<file path="config.mk">
export PLATFORM = sky130hd
export DESIGN_NAME = sha256_w_expander_param
export DESIGN_NICKNAME = d
export VERILOG_FILES = /design/src/rtl/sha256_w_expander_param.sv
export SDC_FILE = /design/constraint.sdc
export NUM_CORES = 2
export LEC_CHECK = 0
export BUFFER_PORTS_ARGS = -buffer_cell sky130_fd_sc_hd__buf_2
export CAP_MARGIN = 5
export CORE_ASPECT_RATIO = 1.25
export CORE_MARGIN = 8
export CORE_UTILIZATION = 41
export CTS_BUF_LIST = sky130_fd_sc_hd__clkbuf_8 sky130_fd_sc_hd__clkbuf_16
export DETAILED_ROUTE_END_ITERATION = 6
export RECOVER_POWER = 50
export SLEW_MARGIN = 15
export SYNTH_ARGS = -nofsm -noshare
export SYNTH_HDL_FRONTEND = slang
export SYNTH_SLANG_ARGS = --single-unit
</file>
<file path="constraint.sdc">
create_clock -name clk -period 21.3 [get_ports clk]
set_input_delay 4.26 -clock clk [delete_from_list [all_inputs] [get_ports clk]]
set_output_delay 4.26 -clock clk [all_outputs]
set_load 0.01 [all_outputs]
</file>
<file path="src/rtl/sha256_w_expander_param.sv">
// SHA-256 message-schedule expander, WPC words per beat.
// Accepts one 512-bit block and streams W[0..ROUNDS-1] over a valid/ready
// interface.
//
// Ports:
//   clk, rst     clock; asynchronous active-high reset
//   load_valid   block_in is valid
//   load_ready   block is accepted on load_valid && load_ready (high only in IDLE)
//   block_in     message block, [511:480] = W[0] ... [31:0] = W[15]
//   abort        synchronous abandon of the block being streamed
//   w_valid      w_out holds valid words (high only in RUN)
//   w_ready      consumer accepts the beat on w_valid && w_ready
//   w_out        W[t..t+WPC-1], W[t] in the MSBs, driven straight from the window registers
//   w_round      index t of the word in the MSBs of w_out
//   done         one-cycle pulse after the last beat of a block transfers
module sha256_w_expander_param #(
  parameter int unsigned WPC    = 1,
  parameter int unsigned ROUNDS = 64
) (
  input  logic              clk,
  input  logic              rst,
  input  logic              load_valid,
  output logic              load_ready,
  input  logic [511:0]      block_in,
  input  logic              abort,
  output logic              w_valid,
  input  logic              w_ready,
  output logic [32*WPC-1:0] w_out,
  output logic [5:0]        w_round,
  output logic              done
);

  if (!((WPC == 1 || WPC == 2 || WPC == 4) &&
        ROUNDS >= 16 && ROUNDS <= 64 && (ROUNDS % WPC) == 0)) begin : g_bad_params
    $error("sha256_w_expander_param: illegal WPC/ROUNDS combination");
  end

  typedef enum logic {IDLE, RUN} state_t;

  localparam logic [5:0] LAST_T = 6'(ROUNDS - WPC);
  localparam logic [5:0] STEP   = 6'(WPC);

  state_t      state, state_n;
  logic [31:0] win   [16];
  logic [31:0] win_n [16];
  logic [31:0] ext   [16+WPC];
  logic [5:0]  t, t_n;
  logic        done_n;

  function automatic logic [31:0] sig0(input logic [31:0] x);
    return {x[6:0], x[31:7]} ^ {x[17:0], x[31:18]} ^ (x >> 3);
  endfunction

  function automatic logic [31:0] sig1(input logic [31:0] x);
    return {x[16:0], x[31:17]} ^ {x[18:0], x[31:19]} ^ (x >> 10);
  endfunction

  // Extended window: entries 16.. are the new words. Entry 16+k reads
  // entry 14+k, so for WPC > 1 the words produced this cycle feed the
  // later ones through the W[j-2] term, exactly as in a serial schedule.
  always_comb begin
    for (int unsigned i = 0; i < 16; i++) begin
      ext[i] = win[i];
    end
    for (int unsigned k = 0; k < WPC; k++) begin
      ext[16+k] = sig1(ext[14+k]) + ext[9+k] + sig0(ext[1+k]) + ext[k];
    end
  end

  always_comb begin
    state_n    = state;
    t_n        = t;
    done_n     = 1'b0;
    load_ready = (state == IDLE);
    w_valid    = (state == RUN);
    for (int unsigned i = 0; i < 16; i++) begin
      win_n[i] = win[i];
    end
    case (state)
      IDLE: begin
        if (load_valid) begin
          state_n = RUN;
          t_n     = '0;
          for (int unsigned i = 0; i < 16; i++) begin
            win_n[i] = block_in[511-32*i -: 32];
          end
        end
      end
      RUN: begin
        if (abort) begin
          state_n = IDLE;
        end else if (w_ready) begin
          if (t == LAST_T) begin
            // Window and t are left untouched on the final beat so no
            // word past W[ROUNDS-1] ever reaches w_out.
            state_n = IDLE;
            done_n  = 1'b1;
          end else begin
            t_n = t + STEP;
            for (int unsigned i = 0; i < 16; i++) begin
              win_n[i] = ext[i+WPC];
            end
          end
        end
      end
      default: state_n = IDLE;
    endcase
  end

  always_ff @(posedge clk or posedge rst) begin
    if (rst) begin
      state <= IDLE;
      t     <= '0;
      done  <= 1'b0;
      for (int unsigned i = 0; i < 16; i++) begin
        win[i] <= '0;
      end
    end else begin
      state <= state_n;
      t     <= t_n;
      done  <= done_n;
      for (int unsigned i = 0; i < 16; i++) begin
        win[i] <= win_n[i];
      end
    end
  end

  always_comb begin
    w_out = '0;
    for (int unsigned k = 0; k < WPC; k++) begin
      w_out[32*(WPC-1-k) +: 32] = win[k];
    end
  end

  assign w_round = t;

endmodule

</file>
[After elaboration in Yosys (flattened, before gate mapping)]
Index checks and enable logic that the tools add are counted.
Cells by class
  add/sub/neg operators: 4
  multipliers: 0
  div/mod/pow operators: 0
  $lt $le $gt $ge: 0
  equality and inequality tests: 5
  shift operators: 0
  multiplexer cells: 19
  bitwise operators: 5
  reductions and logical operators: 1
Operator list (count)
  2-to-1 mux 512 bit: 4
  one-hot mux 512 bit (2 select lines): 1
  adder 32 bit: 3
  XOR 32 bit: 2
  XOR 32 x 22 -> 32 bit: 1
  XOR 32 x 29 -> 32 bit: 1
  2-to-1 mux 6 bit: 4
  one-hot mux 6 bit (2 select lines): 1
  2-to-1 mux 1 bit: 8
  != test 2 bit (second input constant): 4
  adder 6 x 1 -> 6 bit (second input constant): 1
  == test 6 bit (second input constant): 1
  AND reduction 4 bit: 1
  one-hot mux 1 bit (2 select lines): 1
  NOT 1 bit: 1
Storage, ports and cells
  flip-flop bits (word level): 520
  latch bits: 0
  RAM bits: 0
  ROM bits: 0
  input port bits: 517
  word-level logic and storage cells: 53
  memories: 0

[Depth between registers and ports, before layout]
  depth in word-level cells: 9
  mapped depth: 16

[Least setup slack after synthesis]
Ideal clock, no wire load.
  kind: input port to flip-flop
  from: input port load_valid
  to: register win (netlist bit ext[225])
  setup time: 0.133 ns
  data arrival time: 5.453 ns
  setup slack: 15.714 ns
  stages on the path: 6
  buffers on the path: 3
  cells stage by stage: nor2b_1 -> clkbuf_1 -> nor2_1 -> clkbuf_1 -> clkbuf_1 -> a21oi_1
On the way
  word-level cells in the longest chain between the ends: 2
RTL lines
  start: declaration: RTL line 22  | input logic load_valid,
  != test 2 bit (no line)
  AND reduction 4 bit (no line)
  end signal: indexed assignment: RTL line 123  | win[i] <= win_n[i];
  end: declaration: RTL line 44  | logic [31:0] win [16];
Every way passes these cells.
A chain may end at the register's enable or synchronous reset.

[Final worst setup path]
  from: input port load_valid
  to: register win (netlist bit ext[347])
The elaborated chain is that of the path after synthesis.

==> results_dict.tcl <==
set metrics [dict create \
    wl_per_cell_um 25.4 \
    yosysSeqAreaShare_pct 50.2 \
    rows 103 \
    clk_pin_slew_worst_paths_ns 0.06 \
    p_per_area_nw_per_um2 201 \
    ff2ff_path_depth 8 \
    outcome "finished, violations left" \
    grt_pass1_vias 23288 \
    cap_violations 7 \
    maxSlewHeadroom_pct -314 \
    grt_util_all_layers_pct 28.4 \
    post-route-period-util_pct 56.3 \
    initial_core_util_pct 41.2 \
    ant_nets 0 \
    cts_tree "yes" \
    yosysTopAreaCell "dfrtp_1" \
    tns_ns 0 \
    fin_util_pct 48.2 \
    post-place-ws_ns 13.00 \
    ys.flop_type "dfrtp_1" \
    rsz0062_at_grt "no" \
    rr_startpoint "w_valid" \
    viasPerCell 5.53 \
    cts_hold_buf 0 \
    vias 22637 \
    critical_path_required_ns 21.84 \
    n_fill_cell 6187 \
    area_growth_pct 17.1 \
    crit_start "load_valid" \
    ys_ff_latch 520 \
    hold_ws_ns 0.489 \
    place.gp.congestion 0.940 \
    cts_buffer_depth 3 \
    dieArea_um2 71600 \
    violations "capacitance limit, slew limit" \
    skew_ns 0.0184 \
    hold_viol 0 \
    cts_made_buffers 54 \
    synthTopCellsByCount "881 x nor2_1, 520 x dfrtp_1, 489 x o22ai_1" \
    yosysWarnings 0 \
    cts_setup_buffers 0 \
    nets 3807 \
    start_kind "input port" \
    total_power_mw 6.11 \
    synth_area_per_cell_um2 9.18 \
    max_freq_mhz 83.4 \
    setup_ws_ns 9.30 \
    grt_max_degree 209 \
    drc 0 \
    grt_pass1_wl_mm 151 \
    setup_violations 0 \
    total_leakage_power_nw 13.6 \
    synthesis.nets 3434 \
    worst_pin_slew_ns 6.21 \
    hold_depth 2 \
    antenna_found_initial 30 \
    endpoint_kind "register" \
    min_period_ns 12.00 \
    worstHoldStart "ext[43]" \
    core_um2 62900 \
    syn_area_um2 25900 \
    hold_class "register to register" \
    clk_latency_ns 0.61 \
    synth.most_common_cell "nor2_1" \
    wirelength_mm 104 \
    dr.pass1.iters 5 \
    cts_repair_resize_count 0 \
    slew_viol_final 584 \
    path_class "input port to register" \
    synth_edf_count 0 \
    cts.htree.levels 2 \
    die_w_um 241 \
    overflow 0 \
    ios 558 \
    drive_above_1_share_pct 19.3 \
    synth_top_cell_area_share_pct 50.2 \
    crit_path_max_fanout 170 \
    drtIter0Drc 2029 \
    synth_cell_types 55 \
    synth.area.top_cells "dfrtp_1 50%, nor2_1 13%, o22ai_1 12%, fa_1 4.8%, xnor2_1 3.0%" \
    port_buffers 557 \
    synthCells 2823 \
    clkSinkCount 520 \
    clock-root-buffer "clkbuf_16" \
    place_hpwl_mm 79.0 \
    synth-async-reset-ratio_pct 100 \
    cp.arrival_ns 12.53 \
    ir_worst_vdd_mv 0.153 \
    die_h_um 297 \
]
==> per-layer routing <==
metal	wire length, um	global-route usage [%]	up-vias	part of all wire, %
met1	41700	36.2	11117	40
li1	-	-	10357	-
met3	7600	5.47	203	7.3
met4	5810	14.8	16	5.6
met2	49000	45.3	944	47
met5	96	0	-	0.092
==> cell usage in the layout (no fill, tap or decap), types with 4 or more instances in the layout <==
master     instances
bufinv_16          4
buf_2            516
o211ai_1           4
o21ai_0           33
nand3_1            9
mux2i_1            7
a211oi_1           6
a21o_1            12
clkbuf_8           7
o22ai_1          489
a22oi_1            9
dfrtp_1          520
and3_1            11
a211o_1            4
nor3_1             4
or3_1              4
xnor2_1           90
ha_1              32
nor2b_1            8
clkbuf_16         55
clkinv_2           9
diode_2           20
nor2_1           881
xor2_1            58
nand4_1            9
a21oi_1          108
buf_4             14
inv_1            140
fa_1              62
clkbuf_1          48
o21a_1             4
nand2_1           36
==> cell families (layout without fill, tap and decap cells) <==
logic type / after synthesis / after routing / synth area share [%]
other cells: 0 / 20 / 0
simple gates: 975 / 975 / 14.8
buf+inv: 389 / 803 / 7.01
compound gates: 690 / 690 / 16.4
mux: 7 / 7 / 0.270
fa+ha+maj: 94 / 94 / 6.33
xor+xnor: 148 / 148 / 5.00
flops: 520 / 520 / 50.2
==> layout make-up <==
cell class | instances | area [um2] | share of cell area (%)
Sequential cell | 520 | 13000 | 42.9
Timing Repair Buffer | 580 | 2910 | 9.58
Antenna cell | 20 | 50.0 | 0.165
Tap cell | 840 | 1050 | 3.46
Clock inverter | 35 | 297 | 0.977
Clock buffer | 62 | 1470 | 4.85
Multi-Input combinational cell | 1914 | 11100 | 36.5
Inverter | 126 | 474 | 1.56
==> worst paths after layout <==
path                                 end  slack, ns
worst max-delay path            ext[347]       9.30
worst min-delay path             ext[43]       0.49
worst max register to register  ext[347]      12.06
worst min register to register   ext[43]       0.49
max in group asynchronous       ext[151]      10.74
min in group asynchronous       ext[351]       5.18
==> sequential cells by signal, summed over array words and instances, names as in the netlist <==
signal and count:
done 1, ext 480, w_out 32, w_round 6
w_valid 1
==> critical path: stages <==
cell and delay [ns]:
clkbuf_1 0.27, nand2_1 0.78, nand2_1 4.67, buf_4 1.34, buf_4 0.75, nor2_1 0.10
nor2_1 0.11
==> power by group <==
part / leakage (nW) / internal [mW] / switching (mW)
registers: 5.76 / 1.25 / 0.260
clock network: 0.931 / 0.542 / 0.415
logic: 6.87 / 1.38 / 2.26
==> through the flow <==
step                instances  cell area, um2
finish                   4097           30300
global route             4093           30300
CTS                      4077           30400
detailed placement       3980           28600
global placement         3980           28600
floorplan                2823           25900
(Power assumes the default switching activity.)
